`config.mk`:
```
export PLATFORM = sky130hd
export DESIGN_NAME = bird_renderer
export DESIGN_NICKNAME = d
export VERILOG_FILES = /design/src/rtl/bird_renderer.sv
export SDC_FILE = /design/constraint.sdc
export NUM_CORES = 1
export LEC_CHECK = 0
export CORE_MARGIN = 4
export CORE_UTILIZATION = 35
export DETAILED_ROUTE_END_ITERATION = 10
export PLACE_DENSITY = 0.63
export SLEW_MARGIN = 25
export SYNTH_ARGS = -nofsm -noshare
export SYNTH_HDL_FRONTEND = slang
export SYNTH_SLANG_ARGS = --single-unit
```
`constraint.sdc`:
```
create_clock -name clk -period 4.8 [get_ports clk]
set_input_delay 0.96 -clock clk [delete_from_list [all_inputs] [get_ports clk]]
set_output_delay 0.96 -clock clk [all_outputs]
set_load 0.01 [all_outputs]
```
`src/rtl/bird_renderer.sv`:
```
`timescale 1ns/1ps
// bird_renderer
// Draws a flappy-bird style scene (sky, ground, one square bird) into the
// VGA pixel stream and runs the bird physics once per frame.
//
// Ports:
//   clk, n_rst        pixel clock, asynchronous active-low reset
//   x_val, y_val      pixel coordinates from the VGA counter
//   hsync_in/vsync_in syncs, one cycle behind x_val/y_val
//   flap              flap button level, synchronous to clk
//   hsync, vsync      syncs delayed to line up with rgb
//   rgb               {R,G,B} 4 bits each, 2 cycles after x_val
//   game_state        FSM state: 0=IDLE, 1=PLAY, 2=DEAD (debug visible)
//
// Handshake: no valid/ready here; the pixel stream is free-running and
// every clock carries one pixel, so each stage simply registers every cycle.
module bird_renderer #(
  parameter int BIRD_X    = 160,
  parameter int BIRD_SIZE = 16,
  parameter int GROUND_Y  = 464,
  parameter int START_Y   = 232,
  parameter int FLAP_VEL  = -6,
  parameter int VMAX      = 8
) (
  input  logic        clk,
  input  logic        n_rst,
  input  logic [9:0]  x_val,
  input  logic [9:0]  y_val,
  input  logic        hsync_in,
  input  logic        vsync_in,
  input  logic        flap,
  output logic        hsync,
  output logic        vsync,
  output logic [11:0] rgb,
  output logic [1:0]  game_state
);

  localparam logic [1:0] ST_IDLE = 2'd0;
  localparam logic [1:0] ST_PLAY = 2'd1;
  localparam logic [1:0] ST_DEAD = 2'd2;

  localparam logic [9:0]         START_Y_C = 10'(START_Y);
  localparam logic signed [7:0]  FLAP_V    = 8'(FLAP_VEL);
  localparam logic signed [8:0]  VMAX_C    = 9'(VMAX);
  localparam logic signed [11:0] Y_FLOOR   = 12'(GROUND_Y - BIRD_SIZE);
  localparam logic [10:0]        BX_LO     = 11'(BIRD_X);
  localparam logic [10:0]        BX_HI     = 11'(BIRD_X + BIRD_SIZE);
  localparam logic [10:0]        GND_C     = 11'(GROUND_Y);
  localparam logic [10:0]        SIZE_C    = 11'(BIRD_SIZE);

  localparam logic [11:0] C_BLACK = 12'h000;
  localparam logic [11:0] C_BIRD  = 12'hFF0;
  localparam logic [11:0] C_DEAD  = 12'hF00;
  localparam logic [11:0] C_GND   = 12'h852;
  localparam logic [11:0] C_SKY   = 12'h5BF;

  logic [1:0]        state_q, state_d;
  logic [9:0]        bird_y_q, bird_y_d;
  logic signed [7:0] bird_vel_q, bird_vel_d;
  logic              vsync_in_q, flap_q;
  logic              flap_pending_q, flap_pending_d;
  logic              active_q, bird_q, ground_q;
  logic              hsync_q, vsync_q;
  logic [11:0]       rgb_q, rgb_d;

  // ---------------- stage 1: region compares ----------------
  logic [10:0] x11, y11, bird_bot;
  logic        in_active, in_bird, in_ground;

  always_comb begin
    x11       = {1'b0, x_val};
    y11       = {1'b0, y_val};
    bird_bot  = {1'b0, bird_y_q} + SIZE_C;
    in_active = (x_val <= 10'd639) && (y_val <= 10'd479);
    in_bird   = (x11 >= BX_LO) && (x11 < BX_HI) &&
                (y11 >= {1'b0, bird_y_q}) && (y11 < bird_bot);
    in_ground = (y11 >= GND_C);
  end

  // ---------------- stage 2: colour select ----------------
  always_comb begin
    rgb_d = C_SKY;
    if (!active_q)     rgb_d = C_BLACK;
    else if (bird_q)   rgb_d = (state_q == ST_DEAD) ? C_DEAD : C_BIRD;
    else if (ground_q) rgb_d = C_GND;
  end

  // ---------------- frame tick / flap edge ----------------
  logic tick, flap_edge, flap_hit;
  assign tick      = vsync_in & ~vsync_in_q;
  assign flap_edge = flap & ~flap_q;
  // A flap edge landing on the tick cycle must still count for that tick.
  assign flap_hit  = flap_pending_q | flap_edge;

  always_comb begin
    flap_pending_d = tick ? 1'b0 : (flap_pending_q | flap_edge);
  end

  // ---------------- physics ----------------
  logic signed [11:0] ny;
  logic signed [8:0]  vel_inc;
  logic signed [7:0]  vel_fall;

  always_comb begin
    ny       = $signed({2'b00, bird_y_q}) + $signed({{4{bird_vel_q[7]}}, bird_vel_q});
    vel_inc  = $signed({bird_vel_q[7], bird_vel_q}) + 9'sd1;
    vel_fall = (vel_inc > VMAX_C) ? VMAX_C[7:0] : vel_inc[7:0];
  end

  always_comb begin
    state_d    = state_q;
    bird_y_d   = bird_y_q;
    bird_vel_d = bird_vel_q;
    if (tick) begin
      case (state_q)
        ST_IDLE: begin
          bird_y_d   = START_Y_C;
          bird_vel_d = 8'sd0;
          if (flap_hit) begin
            state_d    = ST_PLAY;
            bird_vel_d = FLAP_V;
          end
        end
        ST_PLAY: begin
          // Position moves by the old velocity; clamps override the new one.
          bird_vel_d = flap_hit ? FLAP_V : vel_fall;
          if (ny[11]) begin
            bird_y_d   = 10'd0;
            bird_vel_d = 8'sd0;
          end else if (ny >= Y_FLOOR) begin
            bird_y_d   = Y_FLOOR[9:0];
            bird_vel_d = 8'sd0;
            state_d    = ST_DEAD;
          end else begin
            bird_y_d = ny[9:0];
          end
        end
        ST_DEAD: begin
          if (flap_hit) begin
            state_d    = ST_IDLE;
            bird_y_d   = START_Y_C;
            bird_vel_d = 8'sd0;
          end
        end
        default: begin
          state_d    = ST_IDLE;
          bird_y_d   = START_Y_C;
          bird_vel_d = 8'sd0;
        end
      endcase
    end
  end

  // ---------------- registers ----------------
  always_ff @(posedge clk or negedge n_rst) begin
    if (!n_rst) begin
      state_q        <= ST_IDLE;
      bird_y_q       <= START_Y_C;
      bird_vel_q     <= 8'sd0;
      vsync_in_q     <= 1'b0;
      flap_q         <= 1'b0;
      flap_pending_q <= 1'b0;
      active_q       <= 1'b0;
      bird_q         <= 1'b0;
      ground_q       <= 1'b0;
      rgb_q          <= 12'h000;
      hsync_q        <= 1'b0;
      vsync_q        <= 1'b0;
    end else begin
      state_q        <= state_d;
      bird_y_q       <= bird_y_d;
      bird_vel_q     <= bird_vel_d;
      vsync_in_q     <= vsync_in;
      flap_q         <= flap;
      flap_pending_q <= flap_pending_d;
      active_q       <= in_active;
      bird_q         <= in_bird;
      ground_q       <= in_ground;
      rgb_q          <= rgb_d;
      hsync_q        <= hsync_in;
      vsync_q        <= vsync_in;
    end
  end

  assign hsync      = hsync_q;
  assign vsync      = vsync_q;
  assign rgb        = rgb_q;
  assign game_state = state_q;

endmodule

```
==> summary.md, run 1 <==
| Metric | Value |
|---|---|
| Post-Syn Instances | 296 |
| CTS Sinks | 35 |
| Die Span X | 95.4 um |
| P&R area growth vs syn | 20.3% |
| Worst-margin pin slew | 0.718 ns |
| Worst setup EP type | flop |
| Fin crit share | 0.766 |
| Crit path launch | bird_vel_q[0]$_DFFE_PN0P_ |
| PostCTS Resize Cnt | 0 |
| Hold violation total from the final report | 0 |
| Worst R2R Start | bird_vel_q[0]$_DFFE_PN0P_ |
| CTS buffer count | 5 |
| Hold_buf cts | 0 |
| CTS H-tree lvls | 2 |
| Netlist cell types | 53 |
| Inserted Diodes | 0 |
| Commonest non-fill, non-tap cell in the layout | clkdlybuf4s50_1 |
| Rows | 31 |
| # IOs | 41 |
| Vias | ~2,300 |
| Wire per inst | 14.1 um |
| Mapped Nets | between 300 and 400 |
| Yosys warns | 0 |
| Drt pass-1 iters | 5 |
| WP data arrival | 3.89 ns |
| Startpoint class of the critical path | flop |
| Post-layout min period | 3.68 ns |
| Worst hold stages | 1 |
| Die ar. | 9100 sq um |
| Sequential share of the synthesized area | 0.329 |
| Pwr dens | 460 nW/um^2 |
| CP required | roughly 5.0 ns |
| Slew HR | 0.514 |
| Largest area contributor in the synthesized netlist | dfrtp_1 |
| Final HPWL DP | around 4.7 mm |
| Hold Crit Start | ground_q$_DFF_PN0_ |
| Mapped Area | ~2700 sq um |
| Core Region | roughly 7300 sq um |
| Initial Utilization | 0.365 |
| Count of flip-flops with a built-in enable after synthesis | 0 |
| Share of layout cells above drive strength 1 | 0.0479 |
| Vias in the first global route | 2,229 |
| # Post-CTS Setup Buffers | 0 |
| Final WL | between 6 and 7 mm |
| Crit Path Category | flop to flop |
| Setup TNS | 0 ns |
| Share of the synthesized area in the top cell type | 0.290 |
| Clock latency on the worst-skew pair | slightly below 0.3 ns |
| DIE HEIGHT | 95.4 um |
| Most frequent cells in the layout | clkdlybuf4s50_1 (36), dfrtp_1 (31), ha_1 (30), inv_1 (28), a21oi_1 (21) |
| Maximum clock path buffer count | 2 |
| Clock root buffer | clkbuf_8 |
| Status | complete, no violations |
| Fill count | 719 |
| P_leak | between 1 and 1.5 nW |
| ANT nets after route | 0 |
| Number of synthesized register bits | 35 |
| First-pass GRT wire length | 10.5 mm |
| Multi-input combinational cell area | around 1600 sq um |
| Max cap viols | 0 |
| Fmax | 272 MHz |
| Vias/cell | 5.26 |
| Skew final | 0.00413 ns |
| Peak fanout along the critical path | 11 |
| Antenna violations before repair | 0 |
| Mean Syn Cell Area | 9.03 sq um |
| PortBufs | 36 |
| Final nets | 389 |
| Clk slew on worst S/H paths | 0.08 ns |
| Final Wtd Congestion | about 0.80 |
| Congestion Overflow GR | 0 |
| DRT iter0 DRCs | 82 |
| Residual DRC count | 0 |
| Maximum vdd drop | 0.271 mV |
| Area contributors post-synth | dfrtp_1 (29%), ha_1 (14%), a21oi_1 (3.9%) |
| Storage cell area | 881 sq um |
| Worst hold path class | flop to flop |
| Setup Viol. Count Final | 0 |
| CTS tree | done |
| Slew Limit Fails | 0 |
| Reg2reg path depth | 11 |
| Ys async rst share | 1.00 |
| RSZ-0062 raised after global routing | false |
| Power Total | 1.48 mW |
| GRT Total Usage | 0.146 |
| Top FF cell, synth | dfrtp_1 |
| Largest net degree at the start of global routing | 36 |
## cells in the mapped netlist (6+ instances only)
master    count
a21oi_1      21
o21ai_0      15
ha_1         30
a31oi_1       7
nor2_1       15
inv_1        28
nand3_1      12
nor2b_1       6
xor2_1        6
dfrtp_1      31
nand2_1      18
xnor2_1       6
o211ai_1      7
a21o_1        6
## registers in the layout, indices dropped and copies added, names as in the netlist
signal / count
active_q: 1
bird_q: 1
bird_vel_q: 8
bird_y_q: 10
flap_pending_q: 1
flap_q: 1
game_state: 2
ground_q: 1
hsync: 1
rgb: 8
vsync: 1
## where the power goes
part,switching (mW),internal [mW],total [mW]
sequential,0.0909,0.365,0.456
clock,0.124,0.104,0.228
combinational,0.463,0.331,0.794
## critical path, stage by stage (launching register included)
cell and delay [ns]:
dfrtp_1 0.54, ha_1 0.22, inv_1 0.05, fa_1 0.39
and2b_1 0.26, o2111ai_1 0.19, a2111oi_0 0.56, or4_1 0.19
mux2i_1 0.15, nor4b_1 0.65, o21ai_1 0.18, o211ai_1 0.20
## through the flow
stage	util	cell area, sq um	setup slack (ns)	instances	hold WS [ns]
detailed placement	0.426	3120	1.10	425	0.470
floorplan	-	2670	1.74	296	0.439
finish	0.439	3220	1.12	433	0.483
global placement	0.426	3120	1.08	425	0.455
CTS	0.439	3220	1.07	433	0.480
global route	0.439	3220	0.675	433	0.515
## per-layer routing
layer / global-route usage / vias up / part of all wire
li1: - / 1165 / -
met1: 0.204 / 1050 / 0.48
met2: 0.230 / 56 / 0.45
met3: 0.0292 / 8 / 0.057
met4: 0.0403 / 0 / 0.013
met5: 0 / - / 0
## cells by family after synthesis
group | share of synthesized area
and+or+nand+nor | 0.180
AOI/OAI and AO/OA | 0.238
muxes | 0.0112
xor gates and xnor gates | 0.0393
DFF | 0.329
buffers and inverters | 0.0547
adders and majority gates | 0.148
## path summary, 6_finish.rpt
kind | endpoint | slack [ns]
worst min-delay path | rgb[7]$_DFF_PN0_ | 0.48
worst min register to register | rgb[7]$_DFF_PN0_ | 0.48
worst max-delay path | bird_vel_q[5]$_DFFE_PN0P_ | 1.12
worst max register to register | bird_vel_q[5]$_DFFE_PN0P_ | 1.12
max in group asynchronous | bird_y_q[3]$_DFFE_PN1P_ | 3.36
min in group asynchronous | rgb[9]$_DFF_PN0_ | 1.09
## final cells by class
| cell class | instances | area share |
|---|---|---|
| repair buffers | 37 | 0.114 |
| clock buffers | 5 | 0.0214 |
| clock inverters | 3 | 0.00739 |
| well taps | 99 | 0.0385 |
| inverters | 28 | 0.0327 |
| multi-input cells | 226 | 0.512 |
| flip-flops and latches | 35 | 0.274 |
No activity file was read; power rests on OpenSTA's default activity.
==> run 2: changes to the inputs <==
--- a/config.mk
+++ b/config.mk
@@ -8,7 +8,7 @@
 export CORE_MARGIN = 4
 export CORE_UTILIZATION = 35
 export DETAILED_ROUTE_END_ITERATION = 10
-export PLACE_DENSITY = 0.63
+export PLACE_DENSITY = 0.65
 export SLEW_MARGIN = 25
 export SYNTH_ARGS = -nofsm -noshare
 export SYNTH_HDL_FRONTEND = slang
==> constraint.sdc (replaced) <==
create_clock -name clk -period 3.3 [get_ports clk]
set_input_delay 0.66 -clock clk [delete_from_list [all_inputs] [get_ports clk]]
set_output_delay 0.66 -clock clk [all_outputs]
set_load 0.01 [all_outputs]
==> run 2 against run 1 <==
Compared with the run above:
- power is 58% higher
- final cell count grew 2.5%
- via count rose by 4.5%
- utilization is 1.7 points higher
- largest cell class unchanged
- critical path type unchanged
- non-clock buffer count grew 12
==> summary.md, run 2 (same netlist as run 1, synthesis figures left out) <==
| Metric | Value |
|---|---|
| Status | complete, no violations |
| Residual DRC count | 0 (unchanged) |
| Fmax | 328 MHz (+21%) |
| GRT Total Usage | 0.147 (+0.00121) |
| CTS Sinks | 35 (unchanged) |
| Final WL | 6.29 mm (+3.0%) |
| Die Span X | 95.4 um (unchanged) |
| Rows | 31 (unchanged) |
| Inserted Diodes | 0 (unchanged) |
| Skew final | 0.00711 ns (+0.00298 ns) |
| Vias/cell | 5.36 (+1.9%) |
| Maximum vdd drop | 0.408 mV (+50%) |
| Hold violation total from the final report | 0 (unchanged) |
| CTS buffer count | 5 (unchanged) |
| # IOs | 41 (unchanged) |
| Fin crit share | 0.924 (+0.158) |
| Final nets | 401 (+3.1%) |
| CTS H-tree lvls | 2 (unchanged) |
| Startpoint class of the critical path | flop |
| Slowest cell on the critical path | or4_1 |
| Worst hold endpoint | rgb[7]$_DFF_PN0_ |
| Multi-input combinational cell area | 1670 sq um (+1.4%) |
| P_leak | 1.49 nW (+5.4%) |
| Clk slew on worst S/H paths | 0.07 ns (about the same) |
| CP required | 3.46 ns (-1.55 ns) |
| Share of layout cells above drive strength 1 | 0.0870 (+0.0391) |
| Peak fanout along the critical path | 6 (-5) |
| Fill count | 720 (+0.14%) |
| Most frequent cells in the layout | clkdlybuf4s50_1 (36), dfrtp_1 (31), ha_1 (30), inv_1 (28), a21oi_1 (20) |
| Largest net degree at the start of global routing | 36 (unchanged) |
| Vias | 2,382 (+4.5%) |
| Setup TNS | 0 ns (unchanged) |
| Commonest non-fill, non-tap cell in the layout | clkdlybuf4s50_1 |
| Antenna violations before repair | 0 (unchanged) |
| Largest stage delay, worst path | 0.49 ns (-0.16 ns) |
| PostCTS Resize Cnt | 0 (unchanged) |
| Congestion Overflow GR | 0 (unchanged) |
| Clock latency on the worst-skew pair | 0.29 ns (about the same) |
| Setup Viol. Count Final | 0 (unchanged) |
| Final Wtd Congestion | 0.820 (+1.9%) |
| CTS tree | done |
| ANT nets after route | 0 (unchanged) |
| WP data arrival | 3.21 ns (-0.68 ns) |
| Worst hold stages | 1 (unchanged) |
| Worst setup EP type | flop |
| Worst hold path class | flop to flop |
| Biggest register | bird_y_q |
| Worst path cell trace | ha_1 > a21o_1 > a21oi_1 > a2111oi_2 > or4_1 > mux2i_1 > nor4b_2 > buf_4 > o21ai_1 > o211ai_1 |
| Vias in the first global route | 2,288 (+2.6%) |
| Max cap viols | 0 (unchanged) |
| PortBufs | 36 (unchanged) |
| Slew Limit Fails | 0 (unchanged) |
| Core Region | 7330 sq um (unchanged) |
| Wire per inst | 14.2 um (+0.46%) |
| Hold Crit Start | ground_q$_DFF_PN0_ |
| Pwr dens | 700 nW/um^2 (+52%) |
| DRT iter0 DRCs | 119 (+45%) |
| Final HPWL DP | 4.87 mm (+2.6%) |
| Worst reg2reg setup slack | 0.25 ns (-0.87 ns) |
| Storage cell area | 881 sq um (unchanged) |
| Crit Path Category | flop to flop |
| Die ar. | 9100 sq um (unchanged) |
| Reg2reg path depth | 10 (-1) |
| Cell Area, Placed | 3210 sq um (+2.9%) |
| P&R area growth vs syn | 24.9% |
| Clock root buffer | clkbuf_8 |
| Post-layout min period | 3.05 ns (-0.626 ns) |
| Layout Utilization | 0.456 (+0.0167) |
| Critical path buffer and inverter count | 1 (unchanged) |
| Worst R2R Start | bird_vel_q[4]$_DFFE_PN0P_ |
| Reg-to-reg endpoint | bird_vel_q[5]$_DFFE_PN0P_ |
| DIE HEIGHT | 95.4 um (unchanged) |
| Critical path's top delay family | compound AO/OA/AOI/OAI gates |
| RSZ-0062 raised after global routing | false |
| Post-route design area | 3340 sq um (+3.8%) |
| # Post-CTS Setup Buffers | 0 (unchanged) |
| Maximum clock path buffer count | 2 (unchanged) |
| Slew HR | 0.584 (+0.0699) |
| First-pass GRT wire length | 10.7 mm (+1.2%) |
| Hold_buf cts | 0 (unchanged) |
| Initial Utilization | 0.365 (unchanged) |
| Max reg flops | 10 (unchanged) |
| Worst-margin pin slew | 0.620 ns (-0.0984 ns) |
| Drt pass-1 iters | 4 (-1) |
-- run 2: cell types whose count changed in the layout (fill, tap and decap cells not counted), sizes merged --
cell      delta
buf         +12
inv          -1
clkinvlp     -2
clkbuf       +1
bufinv       +1
-- run 2: worst max path at each step --
stage | from | endpoint | depth (start not counted)
3_3_place_gp | bird_y_q[0]$_DFFE_PN0P_ | bird_vel_q[5]$_DFFE_PN0P_ | 12
2_1_floorplan | bird_vel_q[0]$_DFFE_PN0P_ | bird_vel_q[5]$_DFFE_PN0P_ | 11
4_1_cts | bird_vel_q[0]$_DFFE_PN0P_ | bird_vel_q[5]$_DFFE_PN0P_ | 12
6_report | bird_vel_q[4]$_DFFE_PN0P_ | bird_vel_q[5]$_DFFE_PN0P_ | 10
3_5_place_dp | bird_vel_q[0]$_DFFE_PN0P_ | bird_vel_q[5]$_DFFE_PN0P_ | 12
5_1_grt | bird_vel_q[3]$_DFFE_PN0P_ | bird_y_q[5]$_DFFE_PN1P_ | 9
-- run 2: through the flow --
step	instances	setup slack [ns]	hold WS (ns)	power (mW)
floorplan	296	0.244	0.364	1.51
global placement	437	0.0437	0.455	1.89
detailed placement	437	0.0557	0.458	1.92
CTS	444	0.0189	0.471	2.31
global route	444	0.00526	0.502	2.55
finish	444	0.250	0.471	2.34
-- run 2: worst register-to-register path: cells and delay by family (launching register included) --
family          cells  cell delay [ns]
fa+ha+maj           1             0.39
mux                 1             0.36
simple gates        2             0.59
buf+inv             1             0.15
compound gates      5             1.01
flops               1             0.43
-- run 2: area by class of cell --
type / instances / area share
inverters: 28 / 0.0315
flip-flops and latches: 35 / 0.264
multi-input cells: 226 / 0.500
well taps: 99 / 0.0371
clock inverters: 1 / 0.00899
repair buffers: 49 / 0.137
clock buffers: 6 / 0.0217
-- run 2: power by group --
| part | switching [mW] | internal (mW) |
|---|---|---|
| registers | 0.110 | 0.532 |
| clock network | 0.159 | 0.222 |
| logic | 0.738 | 0.577 |
| total | 1.01 | 1.33 |
-- run 2: metal layers --
metal	wire [um]	vias to the layer above	GRT usage
met2	2900	50	0.245
li1	-	1185	-
met5	0	-	0
met1	3060	1141	0.199
met3	285	6	0.0292
met4	48	0	0.0296
